<file path="config.mk">
export PLATFORM = sky130hd
export DESIGN_NAME = i2c_target
export DESIGN_NICKNAME = d
export VERILOG_FILES = /design/src/rtl/i2c_pkg.sv /design/src/rtl/i2c_line_sync.sv /design/src/rtl/i2c_target.sv
export SDC_FILE = /design/constraint.sdc
export NUM_CORES = 1
export LEC_CHECK = 0
export CAP_MARGIN = 25
export CORE_MARGIN = 5
export CORE_UTILIZATION = 40
export CTS_BUF_LIST = sky130_fd_sc_hd__clkbuf_4
export CTS_CLUSTER_DIAMETER = 100
export DETAILED_ROUTE_END_ITERATION = 16
export PLACE_DENSITY_LB_ADDON = 0.2
export SLEW_MARGIN = 20
export SYNTH_ARGS = -nofsm -noshare
export SYNTH_HDL_FRONTEND = slang
export SYNTH_SLANG_ARGS = --single-unit
export TNS_END_PERCENT = 5
</file>
<file path="constraint.sdc">
create_clock -name controlClock -period 4.53 [get_ports controlClock]
set_input_delay 0.906 -clock controlClock [delete_from_list [all_inputs] [get_ports controlClock]]
set_output_delay 0.906 -clock controlClock [all_outputs]
set_load 0.05 [all_outputs]
</file>
<file path="src/rtl/i2c_pkg.sv">
// Shared I2C definitions for the target and controller: bus constants,
// target FSM state encoding and address-match helper.
package i2c_pkg;

   localparam int   I2C_ADDR_W  = 7;
   localparam logic I2C_RW_READ = 1'b1;
   localparam logic I2C_ACK     = 1'b0;

   typedef enum logic [3:0] {
      ST_IDLE,
      ST_ADDR,
      ST_ADDR_ACK,
      ST_PTR,
      ST_PTR_ACK,
      ST_WR,
      ST_WR_ACK,
      ST_RD,
      ST_RD_ACK,
      ST_IGNORE
   } i2c_state_e;

   // General call (address 0) never matches, even if configured as the device address.
   function automatic logic addr_match(input logic [I2C_ADDR_W-1:0] rx,
                                       input logic [I2C_ADDR_W-1:0] dev);
      return (rx == dev) && (rx != '0);
   endfunction

endpackage

</file>
<file path="src/rtl/i2c_line_sync.sv">
// SCL/SDA pad conditioning: 2-flop synchronizers plus a delay stage, producing
// SCL edge strobes, START/STOP strobes and the synchronized SDA level.
module i2c_line_sync (
   input  logic clk_i,
   input  logic rst_i,
   input  logic scl_i,
   input  logic sda_i,
   output logic scl_rise_o,
   output logic scl_fall_o,
   output logic start_o,
   output logic stop_o,
   output logic sda_o
);

   logic scl_meta_q, scl_sync_q, scl_dly_q;
   logic sda_meta_q, sda_sync_q, sda_dly_q;

   // Reset to the idle (released, high) bus level so no edge is seen out of reset.
   always_ff @(posedge clk_i) begin
      if (rst_i) begin
         scl_meta_q <= 1'b1;
         scl_sync_q <= 1'b1;
         scl_dly_q  <= 1'b1;
         sda_meta_q <= 1'b1;
         sda_sync_q <= 1'b1;
         sda_dly_q  <= 1'b1;
      end else begin
         scl_meta_q <= scl_i;
         scl_sync_q <= scl_meta_q;
         scl_dly_q  <= scl_sync_q;
         sda_meta_q <= sda_i;
         sda_sync_q <= sda_meta_q;
         sda_dly_q  <= sda_sync_q;
      end
   end

   assign scl_rise_o = scl_sync_q & ~scl_dly_q;
   assign scl_fall_o = ~scl_sync_q & scl_dly_q;
   assign start_o    = scl_sync_q & scl_dly_q & sda_dly_q & ~sda_sync_q;
   assign stop_o     = scl_sync_q & scl_dly_q & ~sda_dly_q & sda_sync_q;
   assign sda_o      = sda_sync_q;

endmodule

</file>
<file path="src/rtl/i2c_target.sv">
// Single-address I2C target with an auto-incrementing byte register-bank port.
// Bits are sampled on SCL rise; SDA is only changed right after an SCL fall.
module i2c_target
   import i2c_pkg::*;
#(
   parameter logic [I2C_ADDR_W-1:0] DEVICE_ADDR = 7'h50
) (
   input  logic       controlClock,
   input  logic       reset,
   input  logic       scl_in,
   input  logic       sda_in,
   output logic       sda_oe,
   output logic [7:0] reg_addr,
   output logic [7:0] reg_wdata,
   output logic       reg_we,
   input  logic [7:0] reg_rdata,
   output logic       busy
);

   logic scl_rise, scl_fall, start, stop, sda_s;

   i2c_line_sync u_sync (
      .clk_i      (controlClock),
      .rst_i      (reset),
      .scl_i      (scl_in),
      .sda_i      (sda_in),
      .scl_rise_o (scl_rise),
      .scl_fall_o (scl_fall),
      .start_o    (start),
      .stop_o     (stop),
      .sda_o      (sda_s)
   );

   i2c_state_e state_q;
   logic [3:0] bitcnt_q;
   logic [7:0] shift_q;
   logic [7:0] reg_addr_q;
   logic [7:0] reg_wdata_q;
   logic       reg_we_q;
   logic       sda_oe_q;
   logic       busy_q;
   logic       rw_q;

   always_ff @(posedge controlClock) begin
      if (reset) begin
         state_q     <= ST_IDLE;
         bitcnt_q    <= 4'd0;
         shift_q     <= 8'h00;
         reg_addr_q  <= 8'h00;
         reg_wdata_q <= 8'h00;
         reg_we_q    <= 1'b0;
         sda_oe_q    <= 1'b0;
         busy_q      <= 1'b0;
         rw_q        <= 1'b0;
      end else begin
         reg_we_q <= 1'b0;
         // Pointer advances the cycle after each write strobe.
         if (reg_we_q)
            reg_addr_q <= reg_addr_q + 8'd1;

         if (stop) begin
            state_q  <= ST_IDLE;
            sda_oe_q <= 1'b0;
            busy_q   <= 1'b0;
            bitcnt_q <= 4'd0;
         end else if (start) begin
            state_q  <= ST_ADDR;
            sda_oe_q <= 1'b0;
            bitcnt_q <= 4'd0;
         end else begin
            case (state_q)
               ST_ADDR: begin
                  if (scl_rise) begin
                     shift_q  <= {shift_q[6:0], sda_s};
                     bitcnt_q <= bitcnt_q + 4'd1;
                  end else if (scl_fall && bitcnt_q == 4'd8) begin
                     bitcnt_q <= 4'd0;
                     if (addr_match(shift_q[7:1], DEVICE_ADDR)) begin
                        rw_q     <= shift_q[0];
                        busy_q   <= 1'b1;
                        sda_oe_q <= 1'b1;
                        state_q  <= ST_ADDR_ACK;
                     end else begin
                        busy_q  <= 1'b0;
                        state_q <= ST_IGNORE;
                     end
                  end
               end

               ST_ADDR_ACK: begin
                  if (scl_fall) begin
                     if (rw_q == I2C_RW_READ) begin
                        shift_q  <= reg_rdata;
                        sda_oe_q <= ~reg_rdata[7];
                        state_q  <= ST_RD;
                     end else begin
                        sda_oe_q <= 1'b0;
                        state_q  <= ST_PTR;
                     end
                  end
               end

               ST_PTR: begin
                  if (scl_rise) begin
                     shift_q  <= {shift_q[6:0], sda_s};
                     bitcnt_q <= bitcnt_q + 4'd1;
                  end else if (scl_fall && bitcnt_q == 4'd8) begin
                     bitcnt_q   <= 4'd0;
                     reg_addr_q <= shift_q;
                     sda_oe_q   <= 1'b1;
                     state_q    <= ST_PTR_ACK;
                  end
               end

               ST_PTR_ACK, ST_WR_ACK: begin
                  if (scl_fall) begin
                     sda_oe_q <= 1'b0;
                     state_q  <= ST_WR;
                  end
               end

               ST_WR: begin
                  if (scl_rise) begin
                     shift_q  <= {shift_q[6:0], sda_s};
                     bitcnt_q <= bitcnt_q + 4'd1;
                  end else if (scl_fall && bitcnt_q == 4'd8) begin
                     bitcnt_q    <= 4'd0;
                     reg_wdata_q <= shift_q;
                     reg_we_q    <= 1'b1;
                     sda_oe_q    <= 1'b1;
                     state_q     <= ST_WR_ACK;
                  end
               end

               // shift_q[7] is the bit currently on the bus; the next one is presented on each fall.
               ST_RD: begin
                  if (scl_rise) begin
                     bitcnt_q <= bitcnt_q + 4'd1;
                  end else if (scl_fall) begin
                     if (bitcnt_q == 4'd8) begin
                        bitcnt_q <= 4'd0;
                        sda_oe_q <= 1'b0;
                        state_q  <= ST_RD_ACK;
                     end else begin
                        sda_oe_q <= ~shift_q[6];
                        shift_q  <= {shift_q[6:0], 1'b0};
                     end
                  end
               end

               // Pointer moves on the ACK rise so reg_rdata has settled by the fall that loads it.
               ST_RD_ACK: begin
                  if (scl_rise) begin
                     if (sda_s == I2C_ACK)
                        reg_addr_q <= reg_addr_q + 8'd1;
                     else
                        state_q <= ST_IGNORE;
                  end else if (scl_fall) begin
                     shift_q  <= reg_rdata;
                     sda_oe_q <= ~reg_rdata[7];
                     state_q  <= ST_RD;
                  end
               end

               default: begin
                  sda_oe_q <= 1'b0;
               end
            endcase
         end
      end
   end

   assign sda_oe    = sda_oe_q;
   assign reg_addr  = reg_addr_q;
   assign reg_wdata = reg_wdata_q;
   assign reg_we    = reg_we_q;
   assign busy      = busy_q;

endmodule

</file>
==> results of run 1 <==
-- cell families after synthesis --
| group | synth area share |
|---|---|
| DFF | 0.325 |
| and+or+nand+nor | 0.258 |
| muxes | 0.0465 |
| xor gates and xnor gates | 0.0475 |
| AOI/OAI and AO/OA | 0.238 |
| adders and majority gates | 0.0291 |
| buffers and inverters | 0.0552 |
-- registers in the layout (all words and copies together) (netlist names) --
name,cells
reg_addr,8
reg_wdata,8
shift_q,8
bitcnt_q,4
state_q,4
busy,1
reg_we,1
rw_q,1
sda_oe,1
u_sync.scl_dly_q,1
u_sync.scl_meta_q,1
u_sync.scl_sync_q,1
u_sync.sda_dly_q,1
u_sync.sda_meta_q,1
u_sync.sda_o,1
-- through the flow --
stage / hold slack [ns] / area [sq um] / setup WS, ns / std cells
2_1_floorplan: 0.389 / 2580 / 2.57 / 317
3_3_place_gp: 0.391 / 2870 / 1.66 / 400
3_5_place_dp: 0.397 / 2870 / 1.67 / 400
4_1_cts: 0.430 / 2930 / 1.66 / 408
5_1_grt: 0.437 / 2930 / 1.46 / 408
6_report: 0.426 / 2930 / 1.66 / 408
-- cell usage in the layout (no fill, tap or decap), types with 7 or more instances in the layout --
master / netlist / layout
a21oi_1: 21 / 21
nand3_1: 10 / 10
xnor2_1: 7 / 7
xor2_1: 7 / 7
mux2i_1: 12 / 12
nor2_1: 33 / 33
a311oi_1: 8 / 8
or2_2: 11 / 11
nand2_1: 32 / 32
clkdlybuf4s50_1: 0 / 30
o21ai_0: 7 / 7
dfxtp_1: 42 / 42
-- synthesized netlist by cell type (all sizes together) (6+ instances only) --
cell / count
clkbuf: 12
nor3: 6
o21ai: 7
a311oi: 9
mux2i: 12
a21oi: 21
xnor2: 7
ha: 6
nand3: 10
nand2: 32
inv: 6
dfxtp: 42
xor2: 7
nor2: 33
buf: 13
or2: 11
o221ai: 6
-- layout make-up --
cell class | instances | area share
Clock inverter | 3 | 0.00812
Timing Repair Buffer | 31 | 0.105
Clock buffer | 5 | 0.0128
Multi-Input combinational cell | 244 | 0.546
Tap cell | 77 | 0.0329
Sequential cell | 42 | 0.287
Inverter | 6 | 0.00769
-- per-layer routing --
| layer | up-vias | global-route usage | wire length, microns |
|---|---|---|---|
| li1 | 1189 | - | - |
| met1 | 1149 | 0.195 | 2880 |
| met2 | 69 | 0.280 | 3180 |
| met3 | 18 | 0.0308 | 338 |
| met4 | 0 | 0.0583 | 167 |
| met5 | - | 0 | 0 |
-- final timing paths --
kind	depth (start not counted)	slack (ns)	end	startpoint
min reg2reg	1	0.43	u_sync.scl_sync_q$_SDFF_PP1_	u_sync.scl_meta_q$_SDFF_PP1_
min	1	0.43	u_sync.scl_sync_q$_SDFF_PP1_	u_sync.scl_meta_q$_SDFF_PP1_
max	4	1.66	reg_wdata[1]$_SDFFE_PP0P_	state_q[0]$_SDFFE_PP0P_
max reg2reg	4	1.66	reg_wdata[1]$_SDFFE_PP0P_	state_q[0]$_SDFFE_PP0P_
-- power breakdown --
part / internal (mW) / switching, mW / leakage, nW
Combinational: 0.0355 / 0.0455 / 0.694
Clock: 0.0622 / 0.134 / 0.0278
Sequential: 0.380 / 0.0179 / 0.341
-- worst register-to-register path: cells and delay by family, from the launching register on --
| kind | cells | cell delay, ns |
|---|---|---|
| flops | 1 | 0.73 |
| simple gates | 3 | 1.69 |
| mux | 1 | 0.35 |
==> impl_metrics.toml, run 1 <==
[global_route]
grt_pass1_vias = 2331
grt.overflow.total = 0
antenna_found_initial = 0
grt_max_degree = 34
grt_use_total = 0.161
grt_pass1_wl_mm = 11.1

[timing]
worst-slew-pin-transition_ns = 1.04
period_needed_ns = 2.87
setup_viol = 0
finalCritPeriodShare = 0.633
fin_skew_ns = 0.0109
rsz0062_at_grt = "false"
fmax_mhz = 349
slew_headroom = 0.308
drv_slew = 0
hold_violations = 0
tns_ns = 0

[clock_network]
cts.repair.resized = 0
tritoncts = "done"
ctsLongestPathBuffers = 2
cts_sinks = 42
clk_pin_slew_worst_paths_ns = 0.13
cts_buffers = 5
clock-root-buffer = "clkbuf_4"
postCtsSetupRepairBufs = 0
cts.hold.buffers_added = 0
cts.htree.levels = 2
clk_latency_ns = 0.36

[drt]
firstDrtPassIters = 4
wire_per_inst_microns = 16.1
drt_iter0_drc = 118
drc = 0
final_antenna_net_count = 0
num_vias = 2425
avgViaCountPerCell = 5.94
wirelength_mm = 6.56

[synthesis]
ys_warn_count = 0
syn_avg_cell_area_sq_um = 8.15
netlist_area_sq_um = 2580
yosys.area.top_type = "dfxtp_1"
synth-seq-cells = 42
synth.distinct_cells = 66
async_reset_ff_frac = 0
seq_area_frac_synth = 0.325
syn_nets = 335
synth_edf_count = 0
synth_area_leaders = "dfxtp_1, nor2_1, mux2i_1"
synthCells = 317
yosys_most_used_dff = "dfxtp_1"
synth_top_area_share = 0.325

[floorplanning]
rows = 29
initial_utilization = 0.409
die_w_microns = 90.4
dieHeight_microns = 90.4
core-area_sq_um = 6310
die_area_sq_um = 8170
top_level_ports = 31

[place]
gp_congestion = 0.807
dp_hpwl_mm = 4.76
port_buffers = 30

[power]
power.density_nw_per_um2 = 231
peakVddDrop_mv = 0.118
total_power_mw = 0.676
power_leakage_nw = 1.06

[finish]
multi_input_area_sq_um = 1600
fin_nets = 348
area_delta_synth_final_pct = 13.4
post-route-util = 0.464
drive_gt1_frac = 0.0876
ff_latch_area_sq_um = 841
diodes = 0
num-fill-cells = 629

[setup_path]
crit_arrival_ns = 3.12
cp-end-kind = "flip-flop"
cp.required_ns = 4.78
crit_type = "reg -> reg"
crit_fanout = 18
crit_chain = "nor2b_1 -> nand4b_1 -> mux2i_1 -> nor2_1"
critPathLaunchType = "flip-flop"
slowest_stage = "nor2b_1"
crit_family = "simple AND/OR/NAND/NOR gates"
cpPeakStageDelay_ns = 0.90
cp_num_buf_inv = 0

[job]
max_cap_viol_count = 0

[outcome]
status = "complete, no violations"

[worst_hold_path]
hold_class = "reg -> reg"
No activity file was read; power rests on OpenSTA's default activity.
==> run 2, diff against run 1 <==
Clock period 4.53 ns to 2.75 ns, I/O delays scaled along.
==> impl_metrics.toml, run 2 (synthesis results as in run 1) <==
[timing]
fin_skew_ns = 0.0233
slew_headroom = 0.573
fmax_mhz = 413
worst-slew-pin-transition_ns = 0.639
drv_slew = 0
period_needed_ns = 2.42
tns_ns = 0
setup_viol = 0
finalCritPeriodShare = 0.881
rsz0062_at_grt = "false"
hold_violations = 0

[global_route]
grt_use_total = 0.164
grt.met2_usage = 0.278
antenna_found_initial = 0
use_met3 = 0.0317
use_met1 = 0.210
busiest_layer = "met2"
grt.overflow.total = 0
grt_pass1_vias = 2294
grt_max_degree = 24
grt_pass1_wl_mm = 11.2

[setup_path]
critPathLaunchType = "flip-flop"
cp.required_ns = 2.20
cp_num_buf_inv = 1
crit_arrival_ns = 1.87
cpPeakStageDelay_ns = 0.89
crit_type = "reg -> out"
crit_chain = "clkdlybuf4s50_1"
crit_family = "buffers and inverters"
cp-end-kind = "primary output"
crit_fanout = 12
path_depth = 1
rr_worst_depth = 7
slowest_stage = "clkdlybuf4s50_1"

[floorplanning]
top_level_ports = 31
dieHeight_microns = 90.4
core-area_sq_um = 6310
initial_utilization = 0.409
die_area_sq_um = 8170
die_w_microns = 90.4
rows = 29

[drt]
drc = 0
num_vias = 2384
drt_iter0_drc = 125
wirelength_mm = 6.66
final_antenna_net_count = 0
firstDrtPassIters = 4
wire_per_inst_microns = 16.0
avgViaCountPerCell = 5.72

[place]
dp_hpwl_mm = 4.83
gp_congestion = 0.855
port_buffers = 30
place_area_sq_um = 2940

[clock_network]
cts_sinks = 42
cts.hold.buffers_added = 0
tritoncts = "done"
cts_buffers = 5
cts.htree.levels = 2
clk_pin_slew_worst_paths_ns = 0.14
cts.repair.resized = 0
postCtsSetupRepairBufs = 0
clock-root-buffer = "clkbuf_4"
ctsLongestPathBuffers = 2
clk_latency_ns = 0.37

[worst_hold_path]
hold_class = "reg -> reg"
holdPathStages = 1

[finish]
layout_common_cells = "dfxtp_1, nor2_1, nand2_1, clkdlybuf4s50_1, a21oi_1"
postLayoutCellArea_sq_um = 3000
ff_latch_area_sq_um = 841
area_delta_synth_final_pct = 16.0
final_common_cell = "dfxtp_1"
diodes = 0
fin_nets = 357
drive_gt1_frac = 0.112
num-fill-cells = 639
multi_input_area_sq_um = 1600

[power]
p_sw_frac = 0.300
power_frac_comb = 0.127
power.density_nw_per_um2 = 380
power.share.clock = 0.298
power.internal_mw = 0.797
p_seq_frac = 0.576
power_leakage_nw = 1.11
switchingPower_mw = 0.342
peakVddDrop_mv = 0.208

[outcome]
status = "complete, no violations"

[job]
max_cap_viol_count = 0
run 2: area by class of cell:
class                   count  share of cell area
flip-flops and latches     42               0.280
inverters                   6             0.00751
clock inverters             3             0.00835
multi-input cells         244               0.534
repair buffers             40               0.125
clock buffers               5              0.0125
well taps                  77              0.0321
run 2: power by group through the flow:
stage,Combinational (mW),Sequential [mW],Clock [mW]
6_report,0.145,0.656,0.339
5_1_grt,0.159,0.660,0.385
4_1_cts,0.145,0.656,0.355
3_5_place_dp,0.144,0.669,0
3_3_place_gp,0.142,0.669,0
2_1_floorplan,0.0920,0.666,0
run 2: path summary, 6_finish.rpt:
check / slack (ns) / start / endpoint
min reg2reg: 0.42 / u_sync.sda_meta_q$_SDFF_PP1_ / u_sync.sda_o$_SDFF_PP1_
max: 0.33 / reg_we$_SDFF_PP0_ / reg_we
min: 0.42 / u_sync.sda_meta_q$_SDFF_PP1_ / u_sync.sda_o$_SDFF_PP1_
max reg2reg: 0.48 / u_sync.scl_sync_q$_SDFF_PP1_ / state_q[0]$_SDFFE_PP0P_
run 2: per-layer routing:
metal	share of wire	up-vias
met2	0.48	51
met1	0.46	1120
met4	0.017	0
met5	0	-
li1	-	1204
met3	0.040	9
run 2: through the flow:
| step | setup WS, ns | instances | hold WS, ns | utilization | power [mW] |
|---|---|---|---|---|---|
| global placement | 0.593 | 409 | 0.393 | 0.465 | 0.811 |
| finish | 0.326 | 417 | 0.422 | 0.475 | 1.14 |
| floorplan | 0.792 | 317 | 0.389 | - | 0.758 |
| global route | 0.174 | 417 | 0.441 | 0.475 | 1.20 |
| CTS | 0.306 | 417 | 0.425 | 0.475 | 1.16 |
| detailed placement | 0.492 | 409 | 0.393 | 0.465 | 0.813 |
==> run 3, diff against run 2 <==
Settings changed: CORE_MARGIN 5 to 8.
==> impl_metrics.toml, run 3 (synthesis results as in run 1) <==
[outcome]
status = "complete, no violations"

[finish]
diodes = 0
ff_latch_area_sq_um = 841
drive_gt1_frac = 0.109
postLayoutCellArea_sq_um = 3010
layout_common_cells = "dfxtp_1, nor2_1, nand2_1, clkdlybuf4s50_1, a21oi_1"
area_delta_synth_final_pct = 16.7
multi_input_area_sq_um = 1600
final_common_cell = "dfxtp_1"
num-fill-cells = 635
fin_nets = 356

[clock_network]
clk_latency_ns = 0.37
clk_pin_slew_worst_paths_ns = 0.16
cts.repair.resized = 0
cts.hold.buffers_added = 0
postCtsSetupRepairBufs = 0
tritoncts = "done"
clock-root-buffer = "clkbuf_4"
cts.htree.levels = 2
ctsLongestPathBuffers = 2
cts_buffers = 5
cts_sinks = 42

[place]
place_area_sq_um = 2930
dp_hpwl_mm = 4.93
gp_congestion = 0.911
port_buffers = 30

[global_route]
antenna_found_initial = 0
grt_pass1_wl_mm = 11.2
grt_pass1_vias = 2279
grt_use_total = 0.151
grt_max_degree = 24
grt.overflow.total = 0

[timing]
slew_headroom = 0.604
fin_skew_ns = 0.0261
worst-slew-pin-transition_ns = 0.593
rsz0062_at_grt = "false"
drv_slew = 0
setup_viol = 0
tns_ns = 0
period_needed_ns = 2.44
finalCritPeriodShare = 0.887
hold_violations = 0
fmax_mhz = 410

[floorplanning]
dieHeight_microns = 96.4
core-area_sq_um = 6310
initial_utilization = 0.409
die_w_microns = 96.4
rows = 29
die_area_sq_um = 9290
top_level_ports = 31

[setup_path]
r2r_slack_ns = 0.35
cp.required_ns = 2.20
critPathLaunchType = "flip-flop"
crit_type = "reg -> out"
cpPeakStageDelay_ns = 0.89
crit_arrival_ns = 1.89
rr_worst_depth = 7
r2r_start = "u_sync.scl_dly_q$_SDFF_PP1_"
slowest_stage = "clkdlybuf4s50_1"
crit_start = "reg_we$_SDFF_PP0_"
crit_family = "buffers and inverters"
crit_chain = "clkdlybuf4s50_1"
reg2reg_to = "state_q[0]$_SDFFE_PP0P_"
crit_fanout = 12
cp_num_buf_inv = 1
cp-end-kind = "primary output"

[power]
peakVddDrop_mv = 0.202
power.density_nw_per_um2 = 408
power_leakage_nw = 1.12

[drt]
firstDrtPassIters = 4
drt_iter0_drc = 140
final_antenna_net_count = 0
wire_per_inst_microns = 16.4
wirelength_mm = 6.84
num_vias = 2423
drc = 0
avgViaCountPerCell = 5.82

[job]
max_cap_viol_count = 0

[worst_hold_path]
hold_class = "reg -> reg"
holdPathEnd = "u_sync.sda_o$_SDFF_PP1_"
holdPathStages = 1
hp-start = "u_sync.sda_meta_q$_SDFF_PP1_"
[run 3: layout make-up]
| cell class | instances | area share |
|---|---|---|
| Tap cell | 77 | 0.0320 |
| Timing Repair Buffer | 39 | 0.122 |
| Clock inverter | 3 | 0.0162 |
| Inverter | 6 | 0.00747 |
| Multi-Input combinational cell | 244 | 0.531 |
| Clock buffer | 5 | 0.0125 |
| Sequential cell | 42 | 0.279 |
[run 3: where the power goes]
group	total (mW)	leakage, nW	internal (mW)	switching [mW]
registers	0.657	0.341	0.627	0.0298
clock network	0.433	0.0433	0.197	0.235
logic	0.142	0.732	0.0644	0.0773
[run 3: how the worst max path moves through the flow]
stage | endpoint | slack, ns | cells after the start
2_1_floorplan | state_q[1]$_SDFFE_PP0P_ | 0.79 | 9
3_3_place_gp | state_q[0]$_SDFFE_PP0P_ | 0.42 | 7
3_5_place_dp | state_q[0]$_SDFFE_PP0P_ | 0.40 | 7
4_1_cts | reg_we | 0.31 | 1
5_1_grt | state_q[0]$_SDFFE_PP0P_ | 0.20 | 7
6_report | reg_we | 0.31 | 1
[run 3: metrics by stage]
step                      cells  utilization  power [mW]  hold WS [ns]  worst slack (ns)
after floorplan             317            -       0.758         0.389             0.792
after CTS                   416        0.477        1.24         0.427             0.309
after global placement      408        0.464       0.811         0.393             0.418
after global routing        416        0.477        1.29         0.457             0.196
final                       416        0.477        1.23         0.425             0.310
after detailed placement    408        0.464       0.811         0.393             0.401
[run 3: metal layers]
layer / share of wire / up-vias / GRT usage
li1: - / 1203 / -
met1: 0.45 / 1152 / 0.193
met2: 0.48 / 58 / 0.253
met3: 0.049 / 10 / 0.0270
met4: 0.017 / 0 / 0.0454
met5: 0 / - / 0
==> variant, RTL diff (settings of run 3) <==
The 10 states of `i2c_state_e` get a Gray code encoding in 4 bits.
--- a/src/rtl/i2c_pkg.sv
+++ b/src/rtl/i2c_pkg.sv
@@ -9,12 +9,12 @@
    typedef enum logic [3:0] {
-      ST_IDLE,
-      ST_ADDR,
-      ST_ADDR_ACK,
-      ST_PTR,
-      ST_PTR_ACK,
-      ST_WR,
-      ST_WR_ACK,
-      ST_RD,
-      ST_RD_ACK,
-      ST_IGNORE
+      ST_IDLE     = 4'b0000,
+      ST_ADDR     = 4'b0001,
+      ST_ADDR_ACK = 4'b0011,
+      ST_PTR      = 4'b0010,
+      ST_PTR_ACK  = 4'b0110,
+      ST_WR       = 4'b0111,
+      ST_WR_ACK   = 4'b0101,
+      ST_RD       = 4'b0100,
+      ST_RD_ACK   = 4'b1100,
+      ST_IGNORE   = 4'b1101
    } i2c_state_e;
Formal check against the unedited RTL: same outputs for any inputs over 4 cycles, from zero or initial values and one cycle with reset high; so few cycles prove little.
==> variant against run 3 <==
- area after synthesis up 7.3%
- cell count up 4.8%
- sequential cell count unchanged
- design area up 7.9%
- die area up 6.0%
- wire length up 8.0%
- worst setup slack better by 0.10 ns
- critical endpoint is now reg_addr[2]
Power is not compared: it rests on default switching activity, and its combinational part moved more than twofold at a synthesized area within 25%.
==> variant: results (changes against run 3) <==
| Metric | Value |
|---|---|
| Clock latency at the later pin of the worst-skew pair | `0.37 ns (about the same)` |
| Net count after synthesis | `343 (was 335)` |
| Nets | `373 (was 356)` |
| Drt total wl | `7384 µm (was 6838 µm)` |
| Global Route Usage Sum | `15.10% (was 15.07%)` |
| Worst max-slew margin expressed relative to the limit | `59.97% (was 60.42%)` |
| Worst-path maximum fanout | `9 (was 12)` |
| First-pass GRT wire length | `12260 µm (was 11190 µm)` |
| Run status | `finished clean (unchanged)` |
| Global routing met2 resource utilization | `22.73% (was 25.26%)` |
| Number of cells produced by synthesis | `325 (was 317)` |
| Via count of the first global-routing pass | `2383 (was 2279)` |
| Sequential element share of the synthesized area | `30.34% (was 32.54%)` |
| Share of cells above drive strength 1 | `12.92% (was 10.91%)` |
| Global-route met1 utilization | `20.96% (was 19.27%)` |
| Detailed placement HPWL | `5580 µm (was 4930 µm)` |
| Fillers | `675 (was 635)` |
| Max incr delay on CP | `0.87 ns (was 0.89 ns)` |
| Max Clk Rate | `427.4 MHz (was 409.9 MHz)` |
| FF-to-FF End | `reg_addr[3] (was state_q[0])` |
| Area post-placement | `3166 µm² (was 2928 µm²)` |
| Placed Instances | `428 (was 408)` |
| Capture point of the critical path | `reg_addr[2] (was reg_we)` |
| Initial drt markers | `209 (was 140)` |
| Worst reg-to-reg setup slack | `0.48 ns (was 0.35 ns)` |
| Most instantiated cells after synthesis | `dfxtp_1 (42), nor2_1 (32), nand2_1 (28) (was dfxtp_1 (42), nor2_1 (33), nand2_1 (32))` |
| Met3 usage in global routing | `2.584% (was 2.705%)` |
| Vias after detailed routing | `2509 (was 2423)` |
| Worst Hold Slack | `0.4283 ns (was 0.4248 ns)` |
| Final RePlAce weighted congestion | `0.8966 (was 0.9110)` |
| Worst clock skew | `0.01264 ns (was 0.02613 ns)` |
| Critical path startpoint | `reg_addr[2] (was reg_we)` |
| Place WS | `0.5258 ns (was 0.4009 ns)` |
| Startpoint of the worst register-to-register path | `state_q[1] (was u_sync.scl_dly_q)` |
| Top post-synthesis cells by area | `dfxtp_1 (30%), mux2i_1 (8.7%), nor2_1 (4.3%) (was dfxtp_1 (33%), nor2_1 (4.8%), mux2i_1 (4.6%))` |
[variant: power by group]
group	internal [W]	switching, W	leakage, nW
logic	0.000234	0.000282	0.852
clock network	0.000197	0.000234	0.0433
registers	0.000639	0.0000586	0.340
total	0.00107	0.000574	1.24
[variant: metrics by stage]
| step | power (W) | util, % |
|---|---|---|
| after detailed placement | 0.001220 | 46.85 |
| after floorplan | 0.001093 | - |
| after global placement | 0.001227 | 46.85 |
| after global routing | 0.001736 | 48.13 |
| final | 0.001645 | 48.13 |
| after CTS | 0.001657 | 48.13 |
[variant: area by class of cell]
type | instances | area (µm²) | share of cell area (%)
multi-input cells | 253 | 1797 | 55.25
flip-flops and latches | 42 | 840.8 | 25.86
repair buffers | 41 | 382.9 | 11.77
well taps | 80 | 100.1 | 3.078
clock inverters | 3 | 48.80 | 1.501
inverters | 12 | 45.04 | 1.385
clock buffers | 5 | 37.54 | 1.154
[variant: worst min path at each step]
stage                 startpoint                 to
2_1_floorplan  u_sync.scl_meta_q  u_sync.scl_sync_q
3_3_place_gp   u_sync.sda_meta_q       u_sync.sda_o
3_5_place_dp   u_sync.sda_meta_q       u_sync.sda_o
4_1_cts        u_sync.sda_meta_q       u_sync.sda_o
5_1_grt        u_sync.scl_meta_q  u_sync.scl_sync_q
6_report       u_sync.sda_meta_q       u_sync.sda_o
[variant: metal layers]
layer | wire length, µm | vias to the layer above
li1 | - | 1240
met1 | 3658 | 1176
met2 | 3176 | 80
met3 | 411 | 13
met4 | 139 | 0
met5 | 0 | -
[variant: logic make-up (layout without fill, tap and decap cells)]
family | Yosys count | count (layout) | share of synthesized area (%)
compound gates | 79 | 79 | 21.36
xor+xnor | 16 | 16 | 5.056
fa+ha+maj | 6 | 6 | 2.709
buf+inv | 30 | 61 | 4.830
flops | 42 | 42 | 30.34
mux | 34 | 34 | 12.87
simple gates | 118 | 118 | 22.84
